--- src/rtl/sm83_regfile_gen_if.sv ---
// Bus between the control unit and the register-pair file: byte read/write
// ports plus the address-unit request/status/address signals.
interface sm83_regfile_gen_if #(
    parameter int WORD_SIZE = 8,
    parameter int NUM_PAIRS = 8
);
    localparam int PSEL_W    = $clog2(NUM_PAIRS);
    localparam int ADR_WIDTH = 2 * WORD_SIZE;

    logic [PSEL_W-1:0]    rd_pair;
    logic                 rd_hi;
    logic [WORD_SIZE-1:0] rd_data;

    logic                 wr_en;
    logic [PSEL_W-1:0]    wr_pair;
    logic                 wr_hi;
    logic [WORD_SIZE-1:0] wr_data;

    logic                 au_start;
    logic [PSEL_W-1:0]    au_pair;
    logic [1:0]           au_mode;
    logic                 au_ff;
    logic                 au_busy;
    logic                 au_done;
    logic                 au_wrap;
    logic [ADR_WIDTH-1:0] adr;

    modport master (
        output rd_pair, rd_hi, wr_en, wr_pair, wr_hi, wr_data,
               au_start, au_pair, au_mode, au_ff,
        input  rd_data, au_busy, au_done, au_wrap, adr
    );

    modport slave (
        input  rd_pair, rd_hi, wr_en, wr_pair, wr_hi, wr_data,
               au_start, au_pair, au_mode, au_ff,
        output rd_data, au_busy, au_done, au_wrap, adr
    );
endinterface

--- src/rtl/sm83_regfile_gen.sv ---
// Register-pair file with an address latch/incrementer unit: latch a pair onto adr,
// then inc/dec/pass it back into the pair two cycles later; back-to-back issue in WB.
module sm83_regfile_gen #(
    parameter int                       WORD_SIZE = 8,
    parameter int                       NUM_PAIRS = 8,
    parameter int                       AF_INDEX  = 3,
    parameter logic [WORD_SIZE-1:0]     FLAG_MASK = 'hF0,
    parameter int                       PC_INDEX  = 5,
    parameter logic [2*WORD_SIZE-1:0]   PC_RESET  = '0
) (
    input  logic              clk,
    input  logic              reset,
    sm83_regfile_gen_if.slave bus
);
    localparam int ADR_WIDTH = 2 * WORD_SIZE;
    localparam int PSEL_W    = $clog2(NUM_PAIRS);

    localparam logic [PSEL_W-1:0] AF_SEL = PSEL_W'(AF_INDEX);

    localparam logic [1:0] MODE_PASS = 2'b00;
    localparam logic [1:0] MODE_INC  = 2'b01;
    localparam logic [1:0] MODE_DEC  = 2'b10;
    localparam logic [1:0] MODE_NOWB = 2'b11;

    typedef enum logic [1:0] {
        S_IDLE  = 2'd0,
        S_LATCH = 2'd1,
        S_WB    = 2'd2
    } au_state_t;

    au_state_t             state_q, state_d;
    logic [ADR_WIDTH-1:0]  adr_q, adr_d;
    logic [PSEL_W-1:0]     pair_q, pair_d;
    logic [1:0]            mode_q, mode_d;

    logic [WORD_SIZE-1:0]  hi_q [NUM_PAIRS];
    logic [WORD_SIZE-1:0]  lo_q [NUM_PAIRS];
    logic [WORD_SIZE-1:0]  hi_d [NUM_PAIRS];
    logic [WORD_SIZE-1:0]  lo_d [NUM_PAIRS];

    logic [ADR_WIDTH-1:0]  result;
    logic [ADR_WIDTH-1:0]  src_val;
    logic [ADR_WIDTH-1:0]  latch_val;
    logic                  wb_en;
    logic                  accept;
    logic [WORD_SIZE-1:0]  rd_byte;

    // Pair counts that are not a power of two leave unused select codes.
    function automatic logic in_range(input logic [PSEL_W-1:0] p);
        return ({1'b0, p} < (PSEL_W+1)'(NUM_PAIRS));
    endfunction

    always_comb begin
        result = adr_q;
        case (mode_q)
            MODE_INC: result = adr_q + ADR_WIDTH'(1);
            MODE_DEC: result = adr_q - ADR_WIDTH'(1);
            default:  result = adr_q;
        endcase
    end

    assign wb_en  = (state_q == S_WB) && (mode_q != MODE_NOWB) && in_range(pair_q);
    assign accept = bus.au_start && (state_q != S_LATCH);

    // A start issued in WB on the pair being written back must see R, not storage.
    always_comb begin
        src_val = '0;
        if (wb_en && (bus.au_pair == pair_q)) begin
            src_val = result;
        end else if (in_range(bus.au_pair)) begin
            src_val = {hi_q[bus.au_pair], lo_q[bus.au_pair]};
        end
        latch_val = src_val;
        if (bus.au_ff) begin
            latch_val[ADR_WIDTH-1:WORD_SIZE] = '1;
        end
    end

    always_comb begin
        state_d = state_q;
        adr_d   = adr_q;
        pair_d  = pair_q;
        mode_d  = mode_q;
        case (state_q)
            S_IDLE:  if (bus.au_start) state_d = S_LATCH;
            S_LATCH: state_d = S_WB;
            S_WB:    state_d = bus.au_start ? S_LATCH : S_IDLE;
            default: state_d = S_IDLE;
        endcase
        if (accept) begin
            adr_d  = latch_val;
            pair_d = bus.au_pair;
            mode_d = bus.au_mode;
        end
    end

    // Byte write is applied after writeback so it wins its half on a collision.
    always_comb begin
        hi_d = hi_q;
        lo_d = lo_q;
        if (wb_en) begin
            hi_d[pair_q] = result[ADR_WIDTH-1:WORD_SIZE];
            lo_d[pair_q] = result[WORD_SIZE-1:0];
        end
        if (bus.wr_en && in_range(bus.wr_pair)) begin
            if (bus.wr_hi) begin
                hi_d[bus.wr_pair] = bus.wr_data;
            end else begin
                lo_d[bus.wr_pair] = bus.wr_data;
            end
        end
    end

    always_ff @(posedge clk) begin
        if (reset) begin
            state_q <= S_IDLE;
            adr_q   <= '0;
            pair_q  <= '0;
            mode_q  <= MODE_PASS;
            for (int i = 0; i < NUM_PAIRS; i++) begin
                if (i == PC_INDEX) begin
                    hi_q[i] <= PC_RESET[ADR_WIDTH-1:WORD_SIZE];
                    lo_q[i] <= PC_RESET[WORD_SIZE-1:0];
                end else begin
                    hi_q[i] <= '0;
                    lo_q[i] <= '0;
                end
            end
        end else begin
            state_q <= state_d;
            adr_q   <= adr_d;
            pair_q  <= pair_d;
            mode_q  <= mode_d;
            hi_q    <= hi_d;
            lo_q    <= lo_d;
        end
    end

    always_comb begin
        rd_byte = '0;
        if (in_range(bus.rd_pair)) begin
            rd_byte = bus.rd_hi ? hi_q[bus.rd_pair] : lo_q[bus.rd_pair];
        end
        if ((bus.rd_pair == AF_SEL) && !bus.rd_hi) begin
            rd_byte = rd_byte & FLAG_MASK;
        end
    end

    assign bus.rd_data = rd_byte;
    assign bus.adr     = adr_q;
    assign bus.au_busy = (state_q == S_LATCH);
    assign bus.au_done = (state_q == S_WB);
    assign bus.au_wrap = (state_q == S_WB) &&
                         (((mode_q == MODE_INC) && (adr_q == '1)) ||
                          ((mode_q == MODE_DEC) && (adr_q == '0)));
endmodule
--- src/flat_wrapper.sv ---
// flat-port wrapper written by rule: the top's interface ports become plain ports
module sm83_regfile_gen_flat 
#(
    parameter int                       WORD_SIZE = 8,
    parameter int                       NUM_PAIRS = 8,
    parameter int                       AF_INDEX  = 3,
    parameter logic [WORD_SIZE-1:0]     FLAG_MASK = 'hF0,
    parameter int                       PC_INDEX  = 5,
    parameter logic [2*WORD_SIZE-1:0]   PC_RESET  = '0
)
  (clk, reset, bus_rd_pair, bus_rd_hi, bus_wr_en, bus_wr_pair, bus_wr_hi, bus_wr_data, bus_au_start, bus_au_pair, bus_au_mode, bus_au_ff, bus_rd_data, bus_au_busy, bus_au_done, bus_au_wrap, bus_adr);
  sm83_regfile_gen_if #(.WORD_SIZE(WORD_SIZE), .NUM_PAIRS(NUM_PAIRS)) bus_i ();
  input  logic clk;
  input  logic reset;
  input wire logic [$bits(bus_i.rd_pair)-1:0] bus_rd_pair;
  input wire logic [$bits(bus_i.rd_hi)-1:0] bus_rd_hi;
  input wire logic [$bits(bus_i.wr_en)-1:0] bus_wr_en;
  input wire logic [$bits(bus_i.wr_pair)-1:0] bus_wr_pair;
  input wire logic [$bits(bus_i.wr_hi)-1:0] bus_wr_hi;
  input wire logic [$bits(bus_i.wr_data)-1:0] bus_wr_data;
  input wire logic [$bits(bus_i.au_start)-1:0] bus_au_start;
  input wire logic [$bits(bus_i.au_pair)-1:0] bus_au_pair;
  input wire logic [$bits(bus_i.au_mode)-1:0] bus_au_mode;
  input wire logic [$bits(bus_i.au_ff)-1:0] bus_au_ff;
  output wire logic [$bits(bus_i.rd_data)-1:0] bus_rd_data;
  output wire logic [$bits(bus_i.au_busy)-1:0] bus_au_busy;
  output wire logic [$bits(bus_i.au_done)-1:0] bus_au_done;
  output wire logic [$bits(bus_i.au_wrap)-1:0] bus_au_wrap;
  output wire logic [$bits(bus_i.adr)-1:0] bus_adr;
  assign bus_i.rd_pair = bus_rd_pair;
  assign bus_i.rd_hi = bus_rd_hi;
  assign bus_i.wr_en = bus_wr_en;
  assign bus_i.wr_pair = bus_wr_pair;
  assign bus_i.wr_hi = bus_wr_hi;
  assign bus_i.wr_data = bus_wr_data;
  assign bus_i.au_start = bus_au_start;
  assign bus_i.au_pair = bus_au_pair;
  assign bus_i.au_mode = bus_au_mode;
  assign bus_i.au_ff = bus_au_ff;
  assign bus_rd_data = bus_i.rd_data;
  assign bus_au_busy = bus_i.au_busy;
  assign bus_au_done = bus_i.au_done;
  assign bus_au_wrap = bus_i.au_wrap;
  assign bus_adr = bus_i.adr;
  sm83_regfile_gen #(.WORD_SIZE(WORD_SIZE), .NUM_PAIRS(NUM_PAIRS), .AF_INDEX(AF_INDEX), .FLAG_MASK(FLAG_MASK), .PC_INDEX(PC_INDEX), .PC_RESET(PC_RESET)) u_core (.clk(clk), .reset(reset), .bus(bus_i));
endmodule
--- config.mk ---
export PLATFORM = sky130hd
export DESIGN_NAME = sm83_regfile_gen_flat
export DESIGN_NICKNAME = d
export VERILOG_FILES = /design/src/rtl/sm83_regfile_gen_if.sv /design/src/rtl/sm83_regfile_gen.sv /design/src/flat_wrapper.sv
export SDC_FILE = /design/constraint.sdc
export NUM_CORES = 1
export LEC_CHECK = 0
export CAP_MARGIN = 40
export CORE_AREA = 8 8 141 143
export DETAILED_ROUTE_END_ITERATION = 10
export DIE_AREA = 0 0 149 151
export GPL_TIMING_DRIVEN = 0
export PLACE_DENSITY = 0.79
export SYNTH_ARGS = -nofsm -noshare
export SYNTH_HDL_FRONTEND = slang
export SYNTH_SLANG_ARGS = --single-unit
--- constraint.sdc ---
create_clock -name clk -period 6.2 [get_ports clk]
set_clock_uncertainty 0.15 [all_clocks]
set_input_delay 1.86 -clock clk [delete_from_list [all_inputs] [get_ports clk]]
set_output_delay 1.86 -clock clk [all_outputs]
set_load 0.01 [all_outputs]
* Yosys cells after proc, flatten, opt, wreduce, memory -nomap -nowiden
Index checks and enable logic that the tools add are counted.
** Word-level totals
- Register bits :: 151
- Input port bits :: 26
- Output and inout port bits :: 27
- Word-level logic and storage cells :: 89
** Operators by class
- Reductions and logical operators :: 13
- Bitwise logic cells :: 4
- Order comparisons :: 6
- Add/subtract/negate cells :: 2
- Equality and inequality tests :: 10
- Multiplexer cells :: 34
** Operators by type and width (number)
- two-way mux 64 bit :: 6
- bitwise mux 64 bit :: 4
- binary-select mux 8 bit (select 3 bit) :: 4
- two-way mux 8 bit :: 12
- demux 8 bit (select 3 bit) :: 2
- one-hot mux 16 bit (2 select lines) :: 1
- adder 16 x 1 -> 16 bit, second input constant :: 1
- equality test 16 bit, second input constant :: 1
- >= comparator 4 bit, second input constant :: 4
- logical NOT 16 bit :: 1
- two-way mux 16 bit :: 1
- NOT 3 -> 4 bit :: 4
- subtractor 16 x 1 -> 16 bit, second input constant :: 1
- logical AND 1 bit :: 9
- less-than comparator 4 x 1 -> 1 bit, second input constant :: 2
- one-hot mux 2 bit (3 select lines) :: 1
- equality test 2 x 1 -> 1 bit, second input constant :: 2
- equality test 2 bit, second input constant :: 2
- two-way mux 4 bit :: 1
- != test 2 bit, second input constant :: 2
- equality test 3 x 2 -> 1 bit, second input constant :: 1
- equality test 3 bit :: 1
- logical NOT 2 bit :: 1
- two-way mux 2 bit :: 1
- other kinds (4) :: 4

* Depth between registers and ports, before layout
- Depth after elaboration :: 10
- Mapped depth :: 17
- Gate-level depth less buffers :: 12

* Least setup slack after synthesis
Ideal clock, no wire load.
- Kind :: in2out
- From :: in bus_rd_pair[0]
- To :: out bus_rd_data[5]
- Stages :: 5
- Path buffers :: 3
- Arrival time :: 3795 ps
- Required time :: 4190 ps
- Path slack :: 395 ps
- Cell sequence :: clkbuf_1 -> buf_2 -> buf_2 -> mux4_2 -> mux4_2
** Between the ends
- Cells in the longest elaborated chain, start to end :: 5
- Elaborated cells between the ends (all ways) :: 8
- Those cells by class :: mux (7); bitwise (1)
** RTL lines
- from (decl) :: RTL line flat_wrapper.sv:15 : input wire logic [$bits(bus_i.rd_pair)-1:0] bus_rd_pair;
- NOT 3 -> 4 bit (not written as such) * :: RTL line sm83_regfile_gen.sv:142 : rd_byte = bus.rd_hi ? hi_q[bus.rd_pair] : lo_q[bus.rd_pair];
- binary-select mux 8 bit (select 3 bit) :: RTL line sm83_regfile_gen.sv:142
- two-way mux 8 bit (not written as such) (2 in a row) :: RTL line sm83_regfile_gen.sv:142
- two-way mux 8 bit * :: RTL line sm83_regfile_gen.sv:142
- to (decl) :: RTL line flat_wrapper.sv:25 : output wire logic [$bits(bus_i.rd_data)-1:0] bus_rd_data;
Mark *: on every way between the ends. The rest lies on a longest branch, timed or not. The select of a mux whose other input is x is not followed.

* Worst setup path after layout
- From :: in bus_rd_pair[1]
- To :: out bus_rd_data[1]
** Between the ends
- Cells in the longest elaborated chain, start to end :: 6
- Elaborated cells between the ends (all ways) :: 11
- Those cells by class :: eq/ne (1); mux (8); bitwise (1); reduce/logical (1)
** RTL lines
- NOT 3 -> 4 bit (not written as such) :: RTL line sm83_regfile_gen.sv:142
- binary-select mux 8 bit (select 3 bit) :: RTL line sm83_regfile_gen.sv:142
- two-way mux 8 bit (not written as such) (2 in a row) :: RTL line sm83_regfile_gen.sv:142
- two-way mux 8 bit :: RTL line sm83_regfile_gen.sv:142
- two-way mux 4 bit * :: RTL line sm83_regfile_gen.sv:144 : if ((bus.rd_pair == AF_SEL) && !bus.rd_hi) begin
Marks and branches as above.

==> flow_summary.html <==
<table>
<tr><th>Metric</th><th>Value</th></tr>
<tr><th colspan="2">Run status</th></tr>
<tr><td>Outcome</td><td>complete, no violations</td></tr>
<tr><th colspan="2">Timing</th></tr>
<tr><td>Number of failing hold endpoints at the final stage</td><td>0</td></tr>
<tr><td>Shortest period the worst path allows</td><td>~6.2 ns</td></tr>
<tr><td>Maximum clock frequency</td><td>163 MHz</td></tr>
<tr><td>Unrepaired setup endpoints after global routing</td><td>false</td></tr>
<tr><td>Number of pins with negative max-slew slack in the final report</td><td>0</td></tr>
<tr><td>Max_slew headroom</td><td>0.349</td></tr>
<tr><td>Worst slew pin tran</td><td>0.976 ns</td></tr>
<tr><td>Share of the clock period used by the worst path</td><td>0.992</td></tr>
<tr><td>Endpoints failing setup</td><td>0</td></tr>
<tr><th colspan="2">Clock network</th></tr>
<tr><td>Number of levels the H-tree was split into</td><td>4</td></tr>
<tr><td>Worst skew pair latency</td><td>around 0.44 ns</td></tr>
<tr><td>Buffers from clock root to sink, at most</td><td>2</td></tr>
<tr><td>Cell chosen for the clock root</td><td>clkbuf_16</td></tr>
<tr><td>Reg clk slew, reported paths</td><td>~0.060 ns</td></tr>
<tr><td>Clock tree from TritonCTS</td><td>yes</td></tr>
<tr><td>Clock sink count</td><td>151</td></tr>
<tr><td>TritonCTS Buffers</td><td>17</td></tr>
<tr><th colspan="2">Synth</th></tr>
<tr><td>Yosys warns</td><td>0</td></tr>
<tr><td>Post-synthesis sequential area ratio</td><td>0.292</td></tr>
<tr><td>Simple-gate share of the synthesized area</td><td>0.207</td></tr>
<tr><td>Mean cell area of the mapped netlist</td><td>~8.6 sq um</td></tr>
<tr><td>Number of distinct library cell variants in the gate-level netlist after synthesis</td><td>90</td></tr>
<tr><td>Main synth FF type</td><td>dfxtp_1</td></tr>
<tr><td>Share of the synthesized area in compound gates (AO/OA/AOI/OAI)</td><td>0.235</td></tr>
<tr><td>Cell area after technology mapping</td><td>slightly above 10,000 sq um</td></tr>
<tr><td>Post-Synth XOR/XNOR Area</td><td>0.0262</td></tr>
<tr><td>Async set-or-reset flop fraction in the synthesized netlist</td><td>0</td></tr>
<tr><td>Net count after synthesis</td><td>~1.2k</td></tr>
<tr><td>Number of synthesized flops with an enable pin</td><td>0</td></tr>
<tr><td>Area share of fa/ha/maj cells after synthesis</td><td>0.00604</td></tr>
<tr><td>Cells after Synth</td><td>1,210</td></tr>
<tr><td>Portion of netlist area occupied by mux cells</td><td>0.180</td></tr>
<tr><td>Dominant combinational cell family by area after synthesis</td><td>compound AO/OA/AOI/OAI gates</td></tr>
<tr><td>Post-synthesis sequential element count</td><td>approximately 150</td></tr>
<tr><th colspan="2">Place</th></tr>
<tr><td>Port Buf Inserts</td><td>39</td></tr>
<tr><td>Total placed instance area</td><td>roughly 11,000 sq um</td></tr>
<tr><td>Final weighted congestion of routability-driven global placement</td><td>roughly 1.1</td></tr>
<tr><td>HPWL reported at the end of detailed placement</td><td>between 20,000 and 30,000 microns</td></tr>
<tr><th colspan="2">Critical path</th></tr>
<tr><td>Highest-delay cell along the critical path</td><td>mux4_2</td></tr>
<tr><td>Data arrival, critical path</td><td>approximately 4.1 ns</td></tr>
<tr><td>Critical Path End Type</td><td>output port</td></tr>
<tr><td>Crit path kind</td><td>in2out</td></tr>
<tr><td>Max Fanout on Critical Path</td><td>10</td></tr>
<tr><td>Data required time at the worst endpoint</td><td>4.19 ns</td></tr>
<tr><td>Critical path, cell by cell</td><td>clkbuf_2 &gt; clkbuf_2 &gt; mux4_2 &gt; mux4_2 &gt; nor2b_1 &gt; clkdlybuf4s50_1</td></tr>
<tr><td>Critical Path Source Type</td><td>input pin</td></tr>
<tr><td>Worst path max stage delay</td><td>~0.54 ns</td></tr>
<tr><th colspan="2">GRT</th></tr>
<tr><td>Total gr overflow</td><td>0</td></tr>
<tr><td>Overall Global Routing Usage</td><td>0.353</td></tr>
<tr><td>Wire length of the first global-routing pass</td><td>between 60,000 and 70,000 microns</td></tr>
<tr><td>Vias in the first global route</td><td>about 10k</td></tr>
<tr><td>Initial antenna violation count</td><td>2</td></tr>
<tr><td>Largest net degree at the start of global routing</td><td>17</td></tr>
<tr><th colspan="2">Power and ir drop</th></tr>
<tr><td>Share of total power in sequential cells</td><td>0.415</td></tr>
<tr><td>Power per unit of standard cell area</td><td>~210 nW/um^2</td></tr>
<tr><td>Total Power</td><td>2.45 mW</td></tr>
<tr><td>Int Power</td><td>between 1.5 and 2 mW</td></tr>
<tr><td>Leakage</td><td>3.98 nW</td></tr>
<tr><td>Maximum resistive drop on vdd</td><td>around 180 uV</td></tr>
<tr><td>Logic pwr share</td><td>0.163</td></tr>
<tr><td>Sw Ratio</td><td>0.302</td></tr>
<tr><td>Power spent charging and discharging nets</td><td>approximately 0.74 mW</td></tr>
<tr><td>Share of power burned in the clock network</td><td>0.422</td></tr>
<tr><th colspan="2">Final layout</th></tr>
<tr><td>Diodes inserted</td><td>0</td></tr>
<tr><td>Fraction of layout cells with a size suffix above 1</td><td>0.151</td></tr>
<tr><td>Synth-to-Final Area Change</td><td>13.0%</td></tr>
<tr><td>Final Net Count</td><td>roughly 1.3k</td></tr>
<tr><td>Design area</td><td>11,700 sq um</td></tr>
<tr><th colspan="2">Die</th></tr>
<tr><td>Height of the die</td><td>151 microns</td></tr>
<tr><td>Floorplan row count</td><td>49</td></tr>
<tr><td>Die width</td><td>between 100 and 150 microns</td></tr>
<tr><td>Effective utilization at floorplan</td><td>0.587</td></tr>
<tr><td>Total core area</td><td>17,700 sq um</td></tr>
<tr><td>Io pins</td><td>53</td></tr>
<tr><td>Die Area</td><td>approximately 22,000 sq um</td></tr>
<tr><th colspan="2">Hold path</th></tr>
<tr><td>Class of the most critical hold timing path</td><td>reg2reg</td></tr>
<tr><th colspan="2">Route</th></tr>
<tr><td>Total number of vias</td><td>roughly 11k</td></tr>
<tr><td>Total length of routed met2 wires</td><td>roughly 17,000 microns</td></tr>
<tr><td>DR pass1 iterations</td><td>8</td></tr>
<tr><td>Number of nets still failing antenna checks after routing</td><td>0</td></tr>
<tr><td>Routed wl met3</td><td>5710 microns</td></tr>
<tr><td>Highest layer used for signal routing</td><td>met5</td></tr>
<tr><td>Routed vias/inst</td><td>7.26</td></tr>
<tr><td>Final routed wire length divided by cell count</td><td>around 26 microns</td></tr>
<tr><td>Initial DRC Count</td><td>between 1.5k and 2k</td></tr>
<tr><td>Final Routed Wirelength</td><td>~40,000 microns</td></tr>
<tr><td>Post-route DRC</td><td>0</td></tr>
<tr><td>Metal1 wirelength</td><td>approximately 14,000 microns</td></tr>
<tr><th colspan="2">Job</th></tr>
<tr><td>Max-capacitance violation count</td><td>0</td></tr>
</table>
## synthesized netlist by cell type, drive strengths merged (16+ instances only)
library cell / count / share of area
o21ai: 81 / 0.039
nor2: 203 / 0.074
nor4b: 26 / 0.023
mux2i: 16 / 0.015
o22ai: 34 / 0.021
mux4: 72 / 0.16
clkbuf: 77 / 0.028
a21oi: 105 / 0.053
a211oi: 43 / 0.032
nand3: 29 / 0.014
nand2: 73 / 0.027
nor3: 34 / 0.017
buf: 44 / 0.023
a221o: 16 / 0.015
dfxtp: 151 / 0.29
## metrics by stage
stage                      util  std cells  setup TNS [ns]  worst slack, ns  hold WS [ns]
after global placement    0.625       1478           -4.00           -0.644         0.336
after floorplan               -       1210               0            0.395         0.320
after global routing      0.663       1518               0           0.0198         0.376
final                     0.663       1518               0           0.0472         0.362
after CTS                 0.662       1517               0         0.000564         0.358
after detailed placement  0.628       1485           -3.76           -0.636         0.349
## cell families after synthesis
logic type,Yosys count
xor+xnor,22
simple gates,441
flops,151
compound gates,363
mux,95
buf+inv,133
fa+ha+maj,5
## worst paths after layout
path                            startpoint                    endpoint  slack (ns)  depth (start not counted)
max                         bus_rd_pair[1]              bus_rd_data[1]        0.05                          6
min             u_core.hi_q[25]$_SDFF_PP0_  u_core.hi_q[25]$_SDFF_PP0_        0.36                          2
max reg2reg  u_core.mode_q[0]$_SDFFE_PP0P_  u_core.lo_q[30]$_SDFF_PP0_        1.64                         17
min reg2reg     u_core.hi_q[25]$_SDFF_PP0_  u_core.hi_q[25]$_SDFF_PP0_        0.36                          2
## routing by layer
metal  GRT usage  vias up
met3      0.0896      208
met5           0        -
li1            -     4665
met2       0.539     1001
met4       0.230        4
met1       0.439     5147
## critical path, delay by kind of cell
kind                   cells  cell delay [ns]
AND/OR/NAND/NOR            1             0.15
multiplexers               2             1.00
buffers and inverters      3             1.12
## final cells by class
| class | instances | area (sq um) |
|---|---|---|
| multi-input cells | 926 | 6770 |
| fillers | 1489 | 5950 |
| flip-flops and latches | 151 | 3020 |
| plain buffers | 121 | 558 |
| clock buffers | 19 | 453 |
| repair buffers | 47 | 444 |
| well taps | 229 | 287 |
| clock inverters | 13 | 125 |
| inverters | 12 | 45.0 |
## power groups by stage
stage	sequential, mW	combinational [mW]	clock, mW
after CTS	1.02	0.382	1.02
after detailed placement	1.04	0.379	0
after global placement	1.04	0.374	0
after floorplan	1.03	0.249	0
final	1.02	0.399	1.03
after global routing	1.02	0.417	1.06
## sequential cells by signal, indices dropped and copies added (netlist names)
register and flops:
u_core.mode_q 2, u_core.lo_q 64, u_core.bus.adr 16, u_core.pair_q 3, u_core.state_q 2, u_core.hi_q 64
## placed cells by master, fill, tap and decap left out, types with 6 or more instances in the layout
cell,instances
nor2_1,202
o31a_1,7
nand2b_1,14
a31oi_1,13
inv_1,10
clkbuf_1,72
or3_1,8
o41ai_1,9
xnor2_1,9
nor4b_1,25
buf_2,20
mux2i_1,16
buf_1,16
a21oi_1,102
a32o_1,8
nand2_1,72
dfxtp_1,151
clkdlybuf4s50_1,39
a221o_1,16
nor2b_1,11
a211oi_1,42
clkbuf_16,17
o21ai_1,9
buf_4,8
nand3_1,29
mux2_2,7
o22ai_1,33
nor4_1,6
a22o_1,11
mux4_2,72
nor3_1,32
o21ai_0,72
## timing repair
item / in CTS / in global routing
endpoints found under the setup margin: 8 / 7
pin swaps: 0 / 0
buffers inserted: 0 / 0
gates resized for setup: 11 / 5
hold buffers: 0 / 0
Note: power is estimated with default switching activity, not from simulation.
